===== config.mk =====
export PLATFORM = sky130hd
export DESIGN_NAME = regfile_wb_buffer
export DESIGN_NICKNAME = d
export VERILOG_FILES = /design/src/rtl/regfile_wb_buffer.sv
export SDC_FILE = /design/constraint.sdc
export NUM_CORES = 1
export LEC_CHECK = 0
export CAP_MARGIN = 20
export CORE_ASPECT_RATIO = 0.6
export CORE_UTILIZATION = 45
export CTS_CLUSTER_SIZE = 14
export DETAILED_ROUTE_END_ITERATION = 10
export GPL_ROUTABILITY_DRIVEN = 0
export GPL_TIMING_DRIVEN = 0
export PLACE_DENSITY = 0.72
export SYNTH_ARGS = -nofsm -noshare
export SYNTH_HDL_FRONTEND = slang
export SYNTH_SLANG_ARGS = --single-unit

===== constraint.sdc =====
create_clock -name clk_i -period 4.8 [get_ports clk_i]
set_input_delay 0.48 -clock clk_i [delete_from_list [all_inputs] [get_ports clk_i]]
set_output_delay 0.48 -clock clk_i [all_outputs]
set_load 0.02 [all_outputs]

===== src/rtl/regfile_wb_buffer.sv =====
// regfile_wb_buffer: write-back staging queue in front of the integer regfile.
// Commits are queued in order and drained onto the regfile write ports up to
// NR_WB_PORTS per cycle. Queued and just-drained writes are forwarded to readers.
// Optional macro REGFILE_WB_BYPASS_EN: a write arriving at an empty queue with
// drain enabled goes straight to port 0 in the same cycle.
module regfile_wb_buffer #(
   parameter int DATA_WIDTH    = 64,
   parameter int DEPTH         = 4,
   parameter int NR_WB_PORTS   = 2,
   parameter int NR_READ_PORTS = 2
) (
   input  logic                                        clk_i,
   input  logic                                        rst_ni,
   input  logic                                        valid_i,
   output logic                                        ready_o,
   input  logic [4:0]                                  waddr_i,
   input  logic [DATA_WIDTH-1:0]                       wdata_i,
   input  logic                                        drain_en_i,
   output logic [NR_WB_PORTS-1:0]                      we_o,
   output logic [NR_WB_PORTS-1:0][4:0]                 waddr_o,
   output logic [NR_WB_PORTS-1:0][DATA_WIDTH-1:0]      wdata_o,
   input  logic [NR_READ_PORTS-1:0][4:0]               raddr_i,
   output logic [NR_READ_PORTS-1:0]                    fwd_valid_o,
   output logic [NR_READ_PORTS-1:0][DATA_WIDTH-1:0]    fwd_data_o,
   output logic                                        empty_o
);

   localparam int PW = $clog2(DEPTH);
   localparam int CW = PW + 1;

   logic [4:0]            addr_q [DEPTH];
   logic [DATA_WIDTH-1:0] data_q [DEPTH];
   logic [PW-1:0]         head_q, head_d, tail_q, tail_d;
   logic [CW-1:0]         count_q, count_d;

   logic [NR_WB_PORTS-1:0]                 hold_valid_q;
   logic [NR_WB_PORTS-1:0][4:0]            hold_addr_q;
   logic [NR_WB_PORTS-1:0][DATA_WIDTH-1:0] hold_data_q;

   logic [NR_WB_PORTS-1:0] drain_we;
   logic [CW-1:0]          drained;
   logic                   drain_stop;
   logic                   drain_conflict;
   logic                   accept;
   logic                   bypass;

   // Physical slot of the k-th oldest entry (pointer wraps naturally at DEPTH)
   logic [PW-1:0] age_idx [DEPTH];
   logic [PW-1:0] port_idx [NR_WB_PORTS];

   for (genvar gi = 0; gi < DEPTH; gi++) begin : g_age
      assign age_idx[gi] = head_q + PW'(gi);
   end

   for (genvar gi = 0; gi < NR_WB_PORTS; gi++) begin : g_port
      assign port_idx[gi] = head_q + PW'(gi);
   end

   assign ready_o = (count_q < CW'(DEPTH));

`ifdef REGFILE_WB_BYPASS_EN
   assign bypass = (count_q == '0) && drain_en_i && valid_i && (waddr_i != 5'd0);
`else
   assign bypass = 1'b0;
`endif

   assign accept  = valid_i && ready_o && (waddr_i != 5'd0) && !bypass;
   assign count_d = count_q + CW'(accept) - drained;
   assign head_d  = head_q + PW'(drained);
   assign tail_d  = tail_q + PW'(accept);
   assign we_o    = drain_we;
   assign empty_o = (count_q == '0) && !(|hold_valid_q);

   // Drain selection: oldest-first, contiguous, stop at the first address repeat
   always_comb begin
      drain_we       = '0;
      waddr_o        = '0;
      wdata_o        = '0;
      drained        = '0;
      drain_stop     = 1'b0;
      drain_conflict = 1'b0;
      if (drain_en_i) begin
         if (bypass) begin
            drain_we[0] = 1'b1;
            waddr_o[0]  = waddr_i;
            wdata_o[0]  = wdata_i;
         end else begin
            for (int i = 0; i < NR_WB_PORTS; i++) begin
               if (!drain_stop && (int'(count_q) > i)) begin
                  drain_conflict = 1'b0;
                  for (int j = 0; j < i; j++) begin
                     if (addr_q[port_idx[j]] == addr_q[port_idx[i]]) begin
                        drain_conflict = 1'b1;
                     end
                  end
                  if (drain_conflict) begin
                     drain_stop = 1'b1;
                  end else begin
                     drain_we[i] = 1'b1;
                     waddr_o[i]  = addr_q[port_idx[i]];
                     wdata_o[i]  = data_q[port_idx[i]];
                     drained     = drained + CW'(1);
                  end
               end else begin
                  drain_stop = 1'b1;
               end
            end
         end
      end
   end

   // Forwarding: hold stage first, then queue entries oldest to youngest so the
   // youngest match wins and any queue match overrides the hold stage
   always_comb begin
      fwd_valid_o = '0;
      fwd_data_o  = '0;
      for (int r = 0; r < NR_READ_PORTS; r++) begin
         if (raddr_i[r] != 5'd0) begin
            for (int p = 0; p < NR_WB_PORTS; p++) begin
               if (hold_valid_q[p] && (hold_addr_q[p] == raddr_i[r])) begin
                  fwd_valid_o[r] = 1'b1;
                  fwd_data_o[r]  = hold_data_q[p];
               end
            end
            for (int k = 0; k < DEPTH; k++) begin
               if ((int'(count_q) > k) && (addr_q[age_idx[k]] == raddr_i[r])) begin
                  fwd_valid_o[r] = 1'b1;
                  fwd_data_o[r]  = data_q[age_idx[k]];
               end
            end
         end
      end
   end

   // Queue storage, pointers and hold stage
   always_ff @(posedge clk_i or negedge rst_ni) begin
      if (!rst_ni) begin
         for (int k = 0; k < DEPTH; k++) begin
            addr_q[k] <= '0;
            data_q[k] <= '0;
         end
         head_q       <= '0;
         tail_q       <= '0;
         count_q      <= '0;
         hold_valid_q <= '0;
         hold_addr_q  <= '0;
         hold_data_q  <= '0;
      end else begin
         if (accept) begin
            addr_q[tail_q] <= waddr_i;
            data_q[tail_q] <= wdata_i;
         end
         head_q       <= head_d;
         tail_q       <= tail_d;
         count_q      <= count_d;
         hold_valid_q <= drain_we;
         hold_addr_q  <= waddr_o;
         hold_data_q  <= wdata_o;
      end
   end

endmodule


==> out/summary.md <==
355 I/O pins were placed. Static timing analysis puts the maximum clock frequency at 0.207 GHz. For met2 alone, demand over resource in global routing was 49.3%.

Counting every instance in the synthesized netlist gives 2,332. The run gives 121 as the maximum number of pins on one net before global-route repair. TritonCTS built the clock tree.

The detail route stage leaves a number of antenna-violating nets equal to 0. The tool flagged a number of max-cap violations equal to 0. Counting flops and latches in the post-synthesis netlist gives 423. The critical path goes through buf_6, buf_8, mux4_2, xnor2_1, nand4_1, o22ai_1, or2_2, buf_6, o31ai_2, clkdlybuf4s50_1.

For this block, the routed nets add up to 116,000 um of wire. The run gives 47.5% as the met1 capacity usage during global routing. The reg2reg setup slack was 650 ps. The critical path starts at head_q[0].

The total power divided by cell area is 838 nW/um^2. The tools report the endpoint arrival time on the critical path as 4350 ps. The die footprint is 65,900 sq um, and the TritonCTS sink count is 423.

Ranked by total cell area, the synthesized netlist is headed by dfrtp_1 (36%), mux4_2 (21%), mux2_2 (16%). The count of endpoints failing setup in the final report was 1. Port buffering added 345 buffers.

Of all flip-flops after synthesis, the portion carrying an async set or reset was 100%. dfrtp_1 takes more of the synthesized area than any other cell. Yosys mapped a number of flops with a built-in enable equal to 0. At the pin with the least slew margin, the transition time is 1010 ps.

The tools report the number of antenna violations at the first check in global routing as 11. Cell at the root of the clock tree: clkbuf_16. Endpoint kind of the worst setup timing path: a primary output. The final route contains 26,200 vias. For the DRC violation total after the first TritonRoute iteration, the log shows 4,338. The H-tree was split into 2 levels. STA classifies the critical path startpoint as a register.

The later pin in the worst-skew pair is clocked with a latency of 620 ps. In the global route stage, overall resource usage came out at 34.7%. The Yosys warning count was 0; the net count of the finished layout was 2,830. The final reports fail on setup timing.

After detailed routing, the average wire length per cell comes to 32.0 um. The logs give -25.3 ps for the minimum setup slack in the final design and 46.1% for the initial core utilization. The total CTS buffers came out at 45. The die is 331 um wide. After layout, the minimum clock period comes to 4830 ps. Of the available clock period, the critical path in the final layout requires 101%. The critical path's slowest cell was clkdlybuf4s50_1. Among cell families on the critical path, the largest total delay comes from buffers and inverters.

For this run, the leading register cell type out of synthesis is dfrtp_1. Max-slew violation total from the final report: 0. The area added between synthesis and finish came out at 23.8%. Busiest layer in global routing: met2. Setup repair after global routing could not meet its margin everywhere.

The floorplan has 71 rows. The synthesized netlist occupies a cell area of 29,200 sq um. The pre-antenna-repair detailed-routing pass consisted of 6 iterations.

The worst register-to-register path begins at count_q[2]. The tightest min-delay check is of the input pin to asynchronous set/reset pin type. The most common cell type on the critical path was buf_6. On the final layout, the worst clock skew is 38.0 ps. The run gives 25,700 as the number of global-route vias before repair. The flow ran to the end, but the final reports show violations. The global-route congestion overflow total is 0, and the worst slew margin relative to its limit is 32.7%. The setup path with the least slack is of type register to primary output.

Measured along the y axis, the die boundary spans 199 um. After routing, the total negative slack on setup checks comes to -25.3 ps. The most common cell after layout, fill and taps aside is dfrtp_1. After clock tree synthesis, the clock-pin slew on the worst setup and hold paths is 60 ps. Utilization after layout: 57.0%.

Mean instance size in the synthesized netlist: 12.5 sq um. The worst path buffer plus inverter count is 4, and the delay of the slowest cell on the worst path is 730 ps. The first global-routing pass estimated 169,000 um of wire. Detailed placement ended at an HPWL of 80,400 um. The share of the yosys chip area belonging to registers is 36.3%. Leaving out fill and tap cells, the most frequent cells in the layout are dfrtp_1 (423), mux2_2 (405), mux4_2 (275). For the worst setup path, the data required time is 4320 ps. The logs give 63,300 sq um for the area of the core and 2,420 for the synthesized netlist net count. The share of cells above drive strength 1 is 37.4%, and the DRC violations left is 0. Final hold violation count: 0. The run gives 54 as the number of library cell types mapped by synthesis. For this run, global-route usage on met3 was measured as 13.9%. Summed over all cells, the static leakage comes to 16.0 nW. The maximum fanout encountered on the critical timing path is 10. The maximum resistive drop on vdd is 0.410 mV. Dividing the detail-routed via count by the number of cells gives 7.23.

The share of Yosys cell area claimed by the top area cell type was 36.3%; the deepest clock path buffer count was 3.
[state kept, by name, summed over array words and instances (netlist names)]
register	count
hold_addr_q	10
count_q	3
data_q	256
head_q	2
hold_data_q	128
hold_valid_q	2
addr_q	20
tail_q	2
[cells by family after synthesis]
family	after synthesis	share of synthesized area, %
AO/OA/AOI/OAI	398	11.5
XOR/XNOR	82	2.46
adder cells (fa/ha/maj)	5	0.240
buffers and inverters	331	5.31
flip-flops	423	36.3
multiplexers	688	37.2
AND/OR/NAND/NOR	405	6.97
[worst paths after layout]
kind                                      end  cells past startpoint
worst max-delay path            fwd_data_o[0]                     10
worst min-delay path               addr_q[13]                      2
worst max register to register     count_q[2]                     11
worst min register to register    data_q[211]                      1
max in group asynchronous          data_q[37]                      4
min in group clk_i                 data_q[51]                      2
[power by group]
part | total [W] | switching [W] | internal, W
clock network | 0.00386 | 0.00160 | 0.00225
logic | 0.0196 | 0.0106 | 0.00902
registers | 0.00682 | 0.00167 | 0.00515
total | 0.0303 | 0.0138 | 0.0164
[routing by layer]
metal / vias to the layer above / wire, um / share of wire, %
li1: 10100 / - / -
met1: 13300 / 43500 / 38
met2: 2436 / 49100 / 42
met3: 404 / 18400 / 16
met4: 2 / 4870 / 4.2
met5: - / 13 / 0.011
[cells in the mapped netlist (6+ instances only)]
| cell | n |
|---|---|
| mux2i_1 | 6 |
| nand3_1 | 12 |
| xor2_1 | 27 |
| nor4_1 | 6 |
| buf_4 | 11 |
| buf_1 | 19 |
| and3_1 | 132 |
| mux4_2 | 275 |
| a32oi_1 | 128 |
| a211oi_1 | 52 |
| nor2_1 | 204 |
| xnor2_1 | 55 |
| buf_6 | 19 |
| clkbuf_1 | 121 |
| dfrtp_1 | 423 |
| mux2_2 | 405 |
| nand2_1 | 9 |
| inv_1 | 70 |
| o31ai_2 | 7 |
| a221oi_1 | 65 |
| a211oi_2 | 11 |
| o31ai_1 | 121 |
| buf_2 | 89 |
[worst register-to-register path, cell delays in order, from the launching register on]
cell,delay (ps)
dfrtp_1,470
or3_1,180
clkbuf_1,680
clkbuf_1,620
ha_1,360
o21ai_0,450
or2_2,240
nand2_1,60
ha_1,200
fa_1,430
xnor2_1,220
xnor2_1,170
[layout make-up]
class                      instances  area (sq um)
inverter                          70           263
multi-input combinational       1578         17400
antenna                            9          22.5
clock buffer                      61          1290
tap                              839          1050
timing repair buffer             364          3850
sequential                       423         10600
fill                            5067         27200
buffer                           260          1420
clock inverter                    20           282
[repair_timing]
action / 4_1_cts / 5_1_grt
setup buffers: 12 / 1
resized for setup: 144 / 121
hold buffers: 1 / 0
pin swaps: 8 / 2
hold endpoints to repair: 82 / 0
setup endpoints to repair: 147 / 120
[metrics by stage]
stage	cells	instance area (sq um)	hold WS [ps]	setup slack, ps	power [W]
2_1_floorplan	2332	29200	184	1230	0.0188
3_3_place_gp	3516	33700	515	-14700	0.0250
3_5_place_dp	3520	33800	524	-411	0.0256
4_1_cts	3613	35800	473	-158	0.0296
5_1_grt	3620	36100	521	-99.6	0.0314
6_report	3624	36100	461	-25.3	0.0303
No activity file was read; power rests on OpenSTA's default activity.
